$ cat src/rtl/rv_writeback_pkg.sv
// Shared definitions for the uRV writeback stage: load/store funct3 codes and FSM states.
// No logic; constants and types only.
// Imported by rv_writeback and rv_load_align.
package rv_writeback_pkg;

  // funct3 codes for loads/stores
  localparam logic [2:0] LDST_B  = 3'b000;
  localparam logic [2:0] LDST_H  = 3'b001;
  localparam logic [2:0] LDST_L  = 3'b010;
  localparam logic [2:0] LDST_BU = 3'b100;
  localparam logic [2:0] LDST_HU = 3'b101;

  // writeback FSM states
  typedef enum logic [1:0] {
    WB_IDLE       = 2'd0,
    WB_WAIT_LOAD  = 2'd1,
    WB_WAIT_STORE = 2'd2
  } wb_state_e;

endpackage

$ cat src/rtl/rv_load_align.sv
// Purpose: select and sign/zero-extend the loaded byte/halfword/word from a 32-bit memory word.
// Latency: purely combinational, zero cycles.
// Backpressure: none; no handshake, output follows inputs.
module rv_load_align
  import rv_writeback_pkg::*;
(
  input  logic [31:0] data_i,
  input  logic [2:0]  fun_i,
  input  logic [1:0]  addr_i,
  output logic [31:0] value_o
);

  logic [7:0]  byte_sel;
  logic [15:0] half_sel;

  // Pick the addressed byte and halfword lane; misaligned halfwords simply ignore addr[0]
  always_comb begin
    byte_sel = data_i[7:0];
    case (addr_i)
      2'd0: byte_sel = data_i[7:0];
      2'd1: byte_sel = data_i[15:8];
      2'd2: byte_sel = data_i[23:16];
      2'd3: byte_sel = data_i[31:24];
      default: byte_sel = data_i[7:0];
    endcase
    half_sel = addr_i[1] ? data_i[31:16] : data_i[15:0];
  end

  // Extend the selected lane according to funct3; unknown codes produce zero
  always_comb begin
    value_o = 32'h0;
    case (fun_i)
      LDST_B:  value_o = {{24{byte_sel[7]}}, byte_sel};
      LDST_BU: value_o = {24'h0, byte_sel};
      LDST_H:  value_o = {{16{half_sel[15]}}, half_sel};
      LDST_HU: value_o = {16'h0, half_sel};
      LDST_L:  value_o = data_i;
      default: value_o = 32'h0;
    endcase
  end

endmodule

$ cat src/rtl/rv_writeback.sv
// Purpose: uRV writeback stage; waits for data-memory completion, aligns loads, writes the register file.
// Latency: results registered one cycle after the completion cycle (done cycle for memory ops).
// Backpressure: w_stall_req_o (combinational) holds upstream while a load/store is outstanding.
module rv_writeback
  import rv_writeback_pkg::*;
(
  input  logic        clk_i,
  input  logic        rst_i,
  input  logic [2:0]  x_fun_i,
  input  logic        x_load_i,
  input  logic        x_store_i,
  input  logic [4:0]  x_rd_i,
  input  logic [31:0] x_rd_value_i,
  input  logic        x_rd_write_i,
  input  logic [31:0] x_dm_addr_i,
  input  logic [31:0] dm_data_l_i,
  input  logic        dm_load_done_i,
  input  logic        dm_store_done_i,
  output logic        w_stall_req_o,
  output logic [4:0]  rf_rd_o,
  output logic [31:0] rf_rd_value_o,
  output logic        rf_rd_write_o,
  output logic        w_retire_o
);

  wb_state_e   state_q;
  logic [2:0]  fun_q;
  logic [4:0]  rd_q;
  logic [1:0]  addr_q;
  logic [4:0]  rf_rd_q;
  logic [31:0] rf_rd_value_q;
  logic        rf_rd_write_q;
  logic        retire_q;

  logic        in_wait_load;
  logic [2:0]  al_fun;
  logic [1:0]  al_addr;
  logic [31:0] load_value;
  logic        unused_addr_hi;

  // Only the byte offset of the address matters here
  assign unused_addr_hi = ^x_dm_addr_i[31:2];

  // While waiting, align with the captured fun/addr; otherwise use the live execute inputs
  assign in_wait_load = (state_q == WB_WAIT_LOAD);
  assign al_fun       = in_wait_load ? fun_q  : x_fun_i;
  assign al_addr      = in_wait_load ? addr_q : x_dm_addr_i[1:0];

  rv_load_align u_align (
    .data_i  (dm_data_l_i),
    .fun_i   (al_fun),
    .addr_i  (al_addr),
    .value_o (load_value)
  );

  // Stall whenever an access is pending and its done has not arrived this cycle
  assign w_stall_req_o =
      ((state_q == WB_IDLE)       &  x_load_i  & ~dm_load_done_i)                 |
      ((state_q == WB_IDLE)       & ~x_load_i  &  x_store_i & ~dm_store_done_i)   |
      ((state_q == WB_WAIT_LOAD)  & ~dm_load_done_i)                              |
      ((state_q == WB_WAIT_STORE) & ~dm_store_done_i);

  // Writeback FSM with registered register-file write and retire pulse
  always_ff @(posedge clk_i) begin
    if (rst_i) begin
      state_q       <= WB_IDLE;
      fun_q         <= 3'h0;
      rd_q          <= 5'h0;
      addr_q        <= 2'h0;
      rf_rd_q       <= 5'h0;
      rf_rd_value_q <= 32'h0;
      rf_rd_write_q <= 1'b0;
      retire_q      <= 1'b0;
    end else begin
      rf_rd_write_q <= 1'b0;
      retire_q      <= 1'b0;
      case (state_q)
        WB_IDLE: begin
          if (x_load_i) begin
            if (dm_load_done_i) begin
              retire_q <= 1'b1;
              if (x_rd_i != 5'd0) begin
                rf_rd_write_q <= 1'b1;
                rf_rd_q       <= x_rd_i;
                rf_rd_value_q <= load_value;
              end
            end else begin
              fun_q   <= x_fun_i;
              rd_q    <= x_rd_i;
              addr_q  <= x_dm_addr_i[1:0];
              state_q <= WB_WAIT_LOAD;
            end
          end else if (x_store_i) begin
            if (dm_store_done_i) begin
              retire_q <= 1'b1;
            end else begin
              state_q <= WB_WAIT_STORE;
            end
          end else if (x_rd_write_i) begin
            retire_q <= 1'b1;
            if (x_rd_i != 5'd0) begin
              rf_rd_write_q <= 1'b1;
              rf_rd_q       <= x_rd_i;
              rf_rd_value_q <= x_rd_value_i;
            end
          end
        end
        WB_WAIT_LOAD: begin
          if (dm_load_done_i) begin
            retire_q <= 1'b1;
            if (rd_q != 5'd0) begin
              rf_rd_write_q <= 1'b1;
              rf_rd_q       <= rd_q;
              rf_rd_value_q <= load_value;
            end
            state_q <= WB_IDLE;
          end
        end
        WB_WAIT_STORE: begin
          if (dm_store_done_i) begin
            retire_q <= 1'b1;
            state_q  <= WB_IDLE;
          end
        end
        default: state_q <= WB_IDLE;
      endcase
    end
  end

  assign rf_rd_o       = rf_rd_q;
  assign rf_rd_value_o = rf_rd_value_q;
  assign rf_rd_write_o = rf_rd_write_q;
  assign w_retire_o    = retire_q;

endmodule
$ cat config.mk
export PLATFORM = sky130hd
export DESIGN_NAME = rv_writeback
export DESIGN_NICKNAME = d
export VERILOG_FILES = /design/src/rtl/rv_writeback_pkg.sv /design/src/rtl/rv_load_align.sv /design/src/rtl/rv_writeback.sv
export SDC_FILE = /design/constraint.sdc
export NUM_CORES = 1
export LEC_CHECK = 0
export ABC_AREA = 1
export BUFFER_PORTS_ARGS = -buffer_cell sky130_fd_sc_hd__buf_2
export CORE_MARGIN = 3
export CORE_UTILIZATION = 51
export CTS_CLUSTER_SIZE = 8
export DETAILED_ROUTE_END_ITERATION = 10
export PLACE_DENSITY = 0.94
export RECOVER_POWER = 25
export SLEW_MARGIN = 30
export SYNTH_ARGS = -nofsm -noshare
export SYNTH_HDL_FRONTEND = slang
export SYNTH_SLANG_ARGS = --single-unit
$ cat constraint.sdc
create_clock -name clk_i -period 3.3 [get_ports clk_i]
set_input_delay 0.33 -clock clk_i [delete_from_list [all_inputs] [get_ports clk_i]]
set_output_delay 0.33 -clock clk_i [all_outputs]
set_load 0.01 [all_outputs]
Word-level counts from Yosys, hierarchy flattened
Cells that the tools add are included.
{ "word_totals": {"regBits": 51, "word_cells": 93, "in_bits": 111} }
{ "classes": {"mux": 43, "bitwise_logic": 13, "reduce_logical": 10, "n_eq_ne": 19} }
{ "op_table": {"columns": ["operator", "n"], "rows": [
  ["$mux W32", 8],
  ["$pmux W32 S5", 1],
  ["$pmux W32 S2", 1],
  ["$mux W5", 7],
  ["$pmux W8 S4", 1],
  ["$ne A3 B3 Y1 const B", 6],
  ["$mux W16", 1],
  ["$mux W2", 7],
  ["$mux W1", 12],
  ["$pmux W5 S2", 1],
  ["$reduce_bool A5 Y1", 2],
  ["$and A1 B1 Y1", 7],
  ["$reduce_and A7 Y1", 1],
  ["$eq A2 B2 Y1 const B", 3],
  ["$eq A3 B3 Y1 const B", 2],
  ["$pmux W2 S3", 1],
  ["$reduce_and A6 Y1", 1],
  ["$reduce_and A5 Y1", 1],
  ["$eq A2 B1 Y1 const B", 2],
  ["$logic_not A2 Y1", 2],
  ["$ne A2 B1 Y1 const B", 2],
  ["$ne A2 B2 Y1 const B", 2],
  ["$eq A3 B1 Y1 const B", 1],
  ["$eq A3 B2 Y1 const B", 1],
  ["8 further kinds", 12]
]} }

Logic depth before layout (Yosys ltp)
Gate-level depths: netlist (run 1).
{ "logic_depth": {"word_depth": 9, "depth_mapped": 12, "ltp_nobuf": 11} }

Hierarchy
From an unflattened synthesis (run 1), not the netlist that was laid out.
{ "hier_totals": {"cells_unflattened": 717, "area_unflattened_um2": 3890.0} }
{ "by_module_without_submodules": {"columns": ["module", "seq_area_each_um2", "instances", "cells_per_inst", "area_each_um2"], "rows": [
  ["rv_writeback", 1021.0, 1, 462, 2806.4],
  ["rv_load_align", 0.0, 1, 255, 1083.5]
]} }

Worst setup path after synthesis (run 1)
OpenSTA, ideal clock, no wires.
{ "synth_path": {"path_kind": "flip-flop to flip-flop", "from": "reg state_q[0]", "to": "reg rf_rd_value_q[28] (netlist: rf_rd_value_o[28])", "path_slack_ns": 1.657, "t_arrival_ns": 1.523, "n_path_buf": 3, "path_stages_with_launch": 12, "path_cell_list": "dfxtp_1 -> buf_4 -> nor2_2 -> nand2_1 -> o21ai_1 -> nand2_1 -> nand2_2 -> inv_2 -> buf_2 -> buf_2 -> a21oi_1 -> a21oi_1"} }
{ "synth_via": {"elab_chain_len": 9} }
{ "synth_lines": {"columns": ["element", "line", "text"], "rows": [
  ["from (decl)", "rv_writeback.sv:26", "wb_state_e state_q;"],
  ["from (signal assigned)", "rv_writeback.sv:66", "state_q <= WB_IDLE;"],
  ["from (signal assigned)", "rv_writeback.sv:91", "state_q <= WB_WAIT_LOAD;"],
  ["from (signal assigned)", "rv_writeback.sv:97", "state_q <= WB_WAIT_STORE;"],
  ["$eq A2 B1 Y1", "rv_writeback.sv:45, rv_writeback.sv:77", null],
  ["$mux W2", "rv_writeback.sv:47", "assign al_addr = in_wait_load ? addr_q : x_dm_addr_i[1:0];"],
  ["$eq A2 B2 Y1, or another cell as far along", "rv_load_align.sv:19", "case (addr_i)"],
  ["$pmux W8 S4", "rv_load_align.sv:19", null],
  ["$pmux W32 S5", "rv_load_align.sv:32", "case (fun_i)"],
  ["$mux W32", "rv_writeback.sv:82", "if (x_rd_i != 5'd0) begin"],
  ["$mux W32", "rv_writeback.sv:80", "if (dm_load_done_i) begin"],
  ["$mux W32", "rv_writeback.sv:79", "if (x_load_i) begin"],
  ["$pmux W32 S2", "rv_writeback.sv:77", "case (state_q)"],
  ["to (signal assigned)", "rv_writeback.sv:85", "rf_rd_value_q <= load_value;"],
  ["to (signal assigned)", "rv_writeback.sv:104", "rf_rd_value_q <= x_rd_value_i;"],
  ["to (signal assigned)", "rv_writeback.sv:114", "rf_rd_value_q <= load_value;"],
  ["to (decl)", "rv_writeback.sv:31", "logic [31:0] rf_rd_value_q;"]
]} }
Several ways; a longest one is shown, not always the timed one. The select of a mux whose other input is x is not followed.
A chain may end at the register's enable or synchronous reset.

Worst setup path in the final report (run 1)
{ "layout_path": {"from": "reg state_q[0]", "to": "reg rf_rd_value_q[17] (netlist: rf_rd_value_o[17])"} }
Same word-level chain as after synthesis.

==> flow_summary.json, run 1 <==
{
  "slew_violations": 0,
  "rrSetupSlack_ps": 650,
  "crit_top_cell": "nand2_1",
  "grt.overflow.total": 0,
  "vias_per_cell": 5.287,
  "mostFrequentLayoutCell": "nand2_1",
  "relSlewSlack": 0.4900,
  "rsz0062_at_grt": "no",
  "crit_arrival_ps": 2880,
  "drc": 0,
  "wirelength_um": 9512,
  "startpoint_type": "flop",
  "ioPinCount": 151,
  "grtUsageMet1": 0.3321,
  "postCtsSetupBuffers": 0,
  "setup_tns_ps": 0,
  "chipWidth_um": 85.05,
  "use_met3": 0.04466,
  "clock_skew_ps": 5.615,
  "grt_first_pass_wirelength_um": 15390,
  "grtUsageTotal": 0.2559,
  "path_class": "flop to flop",
  "yosysUniqueCellTypes": 24,
  "use_met2": 0.4230,
  "cts_hold_buf": 0,
  "vias": 3828,
  "powerDensity_mw_per_mm2": 424.6,
  "worst_pin_slew_ps": 763.1,
  "syn_to_final_growth_pct": 20.77,
  "cts_tree": "built",
  "grt_max_degree": 42,
  "antenna_found_initial": 0,
  "peakVddDrop_uv": 335.7,
  "hold_slack_ps": 279.6,
  "status": "complete, no violations",
  "setup_viol_count_final": 0,
  "design.core.area_mm2": 0.005991,
  "yosysWarningCount": 0,
  "top_usage_layer": "met2",
  "rows": 28,
  "synth-async-reset-ratio": 0,
  "die_h_um": 85.05,
  "syn_inst": 548,
  "port_buffers": 120,
  "place_congestion": 0.9298,
  "fin_nets": 759,
  "synth_seq_area_share": 0.3204,
  "layout_common_cells": "nand2_1, buf_2, nor2_1, a21oi_1",
  "syn_avg_cell_area_um2": 5.815,
  "fmax_mhz": 377.9,
  "worstPathCellList": "nand2_2, nand2_2, nand2_2, nand2_1, nand3_1, nand2_1, nand2_1, nand2_1, nand2_1, a21oi_1",
  "slowest_stage": "dfxtp_1",
  "synth_edf_count": 0,
  "hp-class": "input port to flop",
  "drive_gt1_frac": 0.1957,
  "dpl.hpwl_um": 6969,
  "diodes": 0,
  "cp_slowest_stage_delay_ps": 580,
  "initial_core_util": 0.5320,
  "leakagePower_uw": 0.002045,
  "hold_viol_final": 0,
  "wl_per_cell_um": 13.14,
  "die_area_mm2": 0.007234,
  "h-tree-depth": 2,
  "crit_path_max_fanout": 24,
  "max_cap_viol_count": 0,
  "place_inst": 716,
  "clock_sinks": 51,
  "synth_seq_cells": 51,
  "cp-end-kind": "flop",
  "post_cts_resize_count": 0,
  "ys.flop_type": "dfxtp_1",
  "fin_crit_sh": 0.8018,
  "clock_path_buffers": 2,
  "drt-initial-drc-count": 310,
  "cts_buffers": 5,
  "worstPathRequired_ps": 3540,
  "insertion_delay_ps": 310,
  "drtAntennaViolNets": 0,
  "period_needed_ps": 2646,
  "grt_pass1_vias": 3466,
  "clk_pin_slew_ps": 100,
  "instances_no_fill": 724,
  "syn_nets": 659,
  "first_pass_iters": 5,
  "netlist_area_mm2": 0.003187,
  "cts_root_buffer": "clkbuf_8"
}
==> layout make-up <==
type / count / area, µm²
inverter: 57 / 214.0
sequential: 51 / 1021
timing repair buffer: 122 / 589.3
clock inverter: 3 / 47.55
fill: 596 / 2142
clock buffer: 5 / 68.82
tap: 75 / 93.84
multi-input combinational: 411 / 1814
==> where the power goes <==
group	switching [µW]	total (µW)	internal, µW
sequential	30.2	705	675
combinational	305	473	168
clock	225	455	230
total	561	1630	1070
==> logic make-up after synthesis <==
logic type             synth area share
AOI/OAI and AO/OA                0.2026
buffers and inverters            0.1103
DFF                              0.3204
and+or+nand+nor                  0.3667
==> synth_stat cells (5+ instances only) <==
master,n,area (µm²)
o21ai_0,41,205.2
inv_1,52,195.2
nand2_1,134,503.0
a31oi_1,5,31.28
nor2_1,98,367.9
o21ai_1,8,40.04
clkbuf_1,15,56.30
buf_2,11,55.05
nand3_1,33,165.2
nand2_2,7,43.79
dfxtp_1,51,1021
a21oi_1,71,355.3
==> worst max-delay path: cells and delay by family, from the launching register on <==
family          cells  cell delay [ps]
compound gates      1              150
simple gates        9             1820
flops               1              580
==> flip-flops by register name, summed over array words and instances (netlist names) <==
name           flops
rd_q               5
w_retire_o         1
rf_rd_o            5
rf_rd_write_o      1
rf_rd_value_o     32
state_q            2
fun_q              3
addr_q             2
==> final timing paths <==
check | from | end | cells past startpoint
worst max-delay path | state_q[0] | rf_rd_value_o[17] | 10
worst min-delay path | dm_store_done_i | w_retire_o | 3
worst max register to register | state_q[0] | rf_rd_value_o[17] | 10
worst min register to register | fun_q[1] | fun_q[1] | 2
==> per-stage QoR <==
| stage | instance area (µm²) | util | worst slack (ps) | total power (µW) |
|---|---|---|---|---|
| detailed placement | 3761 | 0.6278 | 733.9 | 1194 |
| global placement | 3761 | 0.6278 | 800.3 | 1181 |
| floorplan | 3187 | - | 1657 | 1032 |
| finish | 3849 | 0.6424 | 654.0 | 1634 |
| global route | 3849 | 0.6424 | 351.7 | 1733 |
| CTS | 3877 | 0.6472 | 658.4 | 1648 |
==> layer usage <==
| metal | part of all wire | vias to the layer above |
|---|---|---|
| met3 | 0.080 | 22 |
| met5 | 0 | - |
| met2 | 0.48 | 167 |
| met4 | 0.020 | 0 |
| li1 | - | 1947 |
| met1 | 0.42 | 1692 |
Power figures use the tool's default switching activity.
==> run 2: changes to the inputs <==
Settings changed: ABC_AREA 1 to 0, CORE_UTILIZATION 51 to 46, PLACE_DENSITY 0.94 to 0.88.
Clock period 3.3 ns to 2.67 ns, I/O delays scaled along.
==> run 2 against run 1 <==
Sequential share of layout area grew 1.9 points; flip-flop and latch count unchanged; sequential power rose by 22%; area after synthesis decreased by 8.5%; final cell count is 27% lower; clock power fell by 4%; synthesized cell count decreased by 37%; critical path type unchanged; wire length fell by 5.8%; maximum frequency rose by 11%; hold slack worse by 100 ps; via count down 18%; die area up 1.3%.
==> flow_summary.json, run 2 <==
{
  "status": "complete, no violations",
  "design.core.area_mm2": 0.006026,
  "top_usage_layer": "met2",
  "layout.core_utilization": 0.5970,
  "placed_area_mm2": 0.003536,
  "setup_tns_ps": 0,
  "h-tree-depth": 2,
  "hp-class": "input port to flop",
  "initial_core_util": 0.4838,
  "r2r-start": "state_q[0]",
  "synth_edf_count": 0,
  "fin_area_mm2": 0.003597,
  "ys.flop_type": "dfxtp_1",
  "place_congestion": 0.8917,
  "peakVddDrop_uv": 258.4,
  "netlist_area_mm2": 0.002915,
  "yosysMostFrequentCell": "dfxtp_1",
  "rows": 28,
  "synth_seq_cells": 51,
  "fin_ws_ps": 290.3,
  "cts_hold_buf": 0,
  "synth-async-reset-ratio": 0,
  "hold_viol_final": 0,
  "synth_commonest_cells": "dfxtp_1, nand2_1, a21oi_1",
  "drtAntennaViolNets": 0,
  "dp_slack_ps": 301.8,
  "vias_per_cell": 5.936,
  "setup_viol_count_final": 0,
  "insertion_delay_ps": 290,
  "max_cap_viol_count": 0,
  "worst_pin_slew_ps": 909.3,
  "syn_avg_cell_area_um2": 8.450,
  "mostFrequentLayoutCell": "buf_2",
  "rsz0062_at_grt": "no",
  "rrSetupSlack_ps": 290,
  "r2r_end": "rf_rd_value_o[31]",
  "worstPathRequired_ps": 2860,
  "wl_per_cell_um": 16.96,
  "yosysWarningCount": 0,
  "drive_gt1_frac": 0.3068,
  "total_power_uw": 1831,
  "clock_skew_ps": 4.706,
  "grt.overflow.total": 0,
  "use_met3": 0.04131,
  "worst_r2r_path_depth": 6,
  "period_needed_ps": 2380,
  "hold_path_startpoint": "dm_store_done_i",
  "fin_nets": 564,
  "multi_input_area_mm2": 0.001714,
  "wirelength_um": 8957,
  "clock_path_buffers": 2,
  "die_area_mm2": 0.007329,
  "grt_first_pass_wirelength_um": 14170,
  "crit_path_max_fanout": 35,
  "port_buffers": 120,
  "syn_inst": 345,
  "startpoint_type": "flop",
  "synthTopCellsByArea": "dfxtp_1, mux2i_1, a21oi_1",
  "cts_root_buffer": "clkbuf_8",
  "fin_crit_sh": 0.8913,
  "yosysUniqueCellTypes": 45,
  "grt_pass1_vias": 2968,
  "relSlewSlack": 0.3922,
  "ioPinCount": 151,
  "post_cts_resize_count": 0,
  "fmax_mhz": 420.2,
  "cts_buffers": 5,
  "use_met2": 0.3743,
  "cp-end-kind": "flop",
  "crit_arrival_ps": 2570,
  "slew_violations": 0,
  "die_h_um": 85.61,
  "synth_top_area_frac": 0.3502,
  "grtUsageMet1": 0.3290,
  "drc": 0,
  "synth_seq_area_share": 0.3502,
  "holdPathStages": 2,
  "grtUsageTotal": 0.2388,
  "drt-initial-drc-count": 277,
  "syn_nets": 456,
  "leakagePower_uw": 0.001583,
  "largest_reg_flops": 32,
  "clock_sinks": 51,
  "yosys.area.top_type": "dfxtp_1",
  "path_class": "flop to flop",
  "layout_common_cells": "buf_2, dfxtp_1, nand2_1, a21oi_1, nor2_1",
  "syn_to_final_growth_pct": 23.39,
  "postCtsSetupBuffers": 0,
  "fillers": 565,
  "first_pass_iters": 5,
  "chipWidth_um": 85.61,
  "dpl.hpwl_um": 6789,
  "ff_latch_area_mm2": 0.001021,
  "diodes": 0,
  "antenna_found_initial": 0,
  "clk_pin_slew_ps": 90,
  "vias": 3134,
  "hold_end": "state_q[1]",
  "grt_max_degree": 52,
  "cts_tree": "built",
  "powerDensity_mw_per_mm2": 509.1
}
[run 2: cell types whose count changed in the layout (fill, tap and decap cells not counted), moves of 14 or more]
cell | previous run | this run
nand2_1 | 134 | 44
nor2_1 | 98 | 37
inv_1 | 51 | 3
nand3_1 | 33 | 1
a21oi_1 | 71 | 43
mux2i_1 | 0 | 24
o21ai_0 | 41 | 18
and3_1 | 0 | 16
a311oi_1 | 0 | 14
[run 2: worst max-delay path by stage]
| stage | start | endpoint | slack (ps) | cells past startpoint |
|---|---|---|---|---|
| finish | state_q[0] | rf_rd_value_o[31] | 290 | 6 |
| global route | state_q[0] | rf_rd_value_o[20] | 160 | 6 |
| CTS | state_q[0] | rf_rd_value_o[31] | 270 | 6 |
| detailed placement | x_load_i | rf_rd_value_o[31] | 300 | 7 |
| global placement | state_q[0] | rf_rd_value_o[14] | 380 | 5 |
| floorplan | state_q[1] | rf_rd_value_o[21] | 580 | 8 |
[run 2: routing by layer]
layer,vias to the layer above,wire length (µm)
li1,1497,-
met1,1448,3995
met2,161,3967
met3,28,740
met4,0,254
met5,-,0
[run 2: cell families (layout without fill, tap and decap cells)]
kind of cell | Yosys count | after routing | synth area share
compound gates | 118 | 118 | 0.3000
simple gates | 117 | 117 | 0.1893
flops | 51 | 51 | 0.3502
buf+inv | 33 | 141 | 0.06652
mux | 26 | 26 | 0.09399
[run 2: cell type report]
class | instances | share of cell area
clock buffers | 6 | 0.02296
clock inverters | 1 | 0.001391
inverters | 3 | 0.003130
multi-input cells | 261 | 0.4765
flip-flops and latches | 51 | 0.2838
well taps | 75 | 0.02609
repair buffers | 131 | 0.1861
[run 2: through the flow]
stage / hold WS [ps] / instances
2_1_floorplan: 346.3 / 345
3_3_place_gp: 441.3 / 521
3_5_place_dp: 452.0 / 521
4_1_cts: 167.8 / 528
5_1_grt: 167.9 / 528
6_report: 177.5 / 528
[run 2: critical path, cell delays in order (launching register included)]
cell,delay (ps)
dfxtp_1,410
or4b_1,560
a21oi_2,280
o311a_2,400
buf_12,240
nor2_1,70
a311oi_1,300
[run 2: power breakdown]
group          internal (µW)  switching [µW]
registers                827            36.6
clock network            204             235
logic                    218             311
total                   1250             583
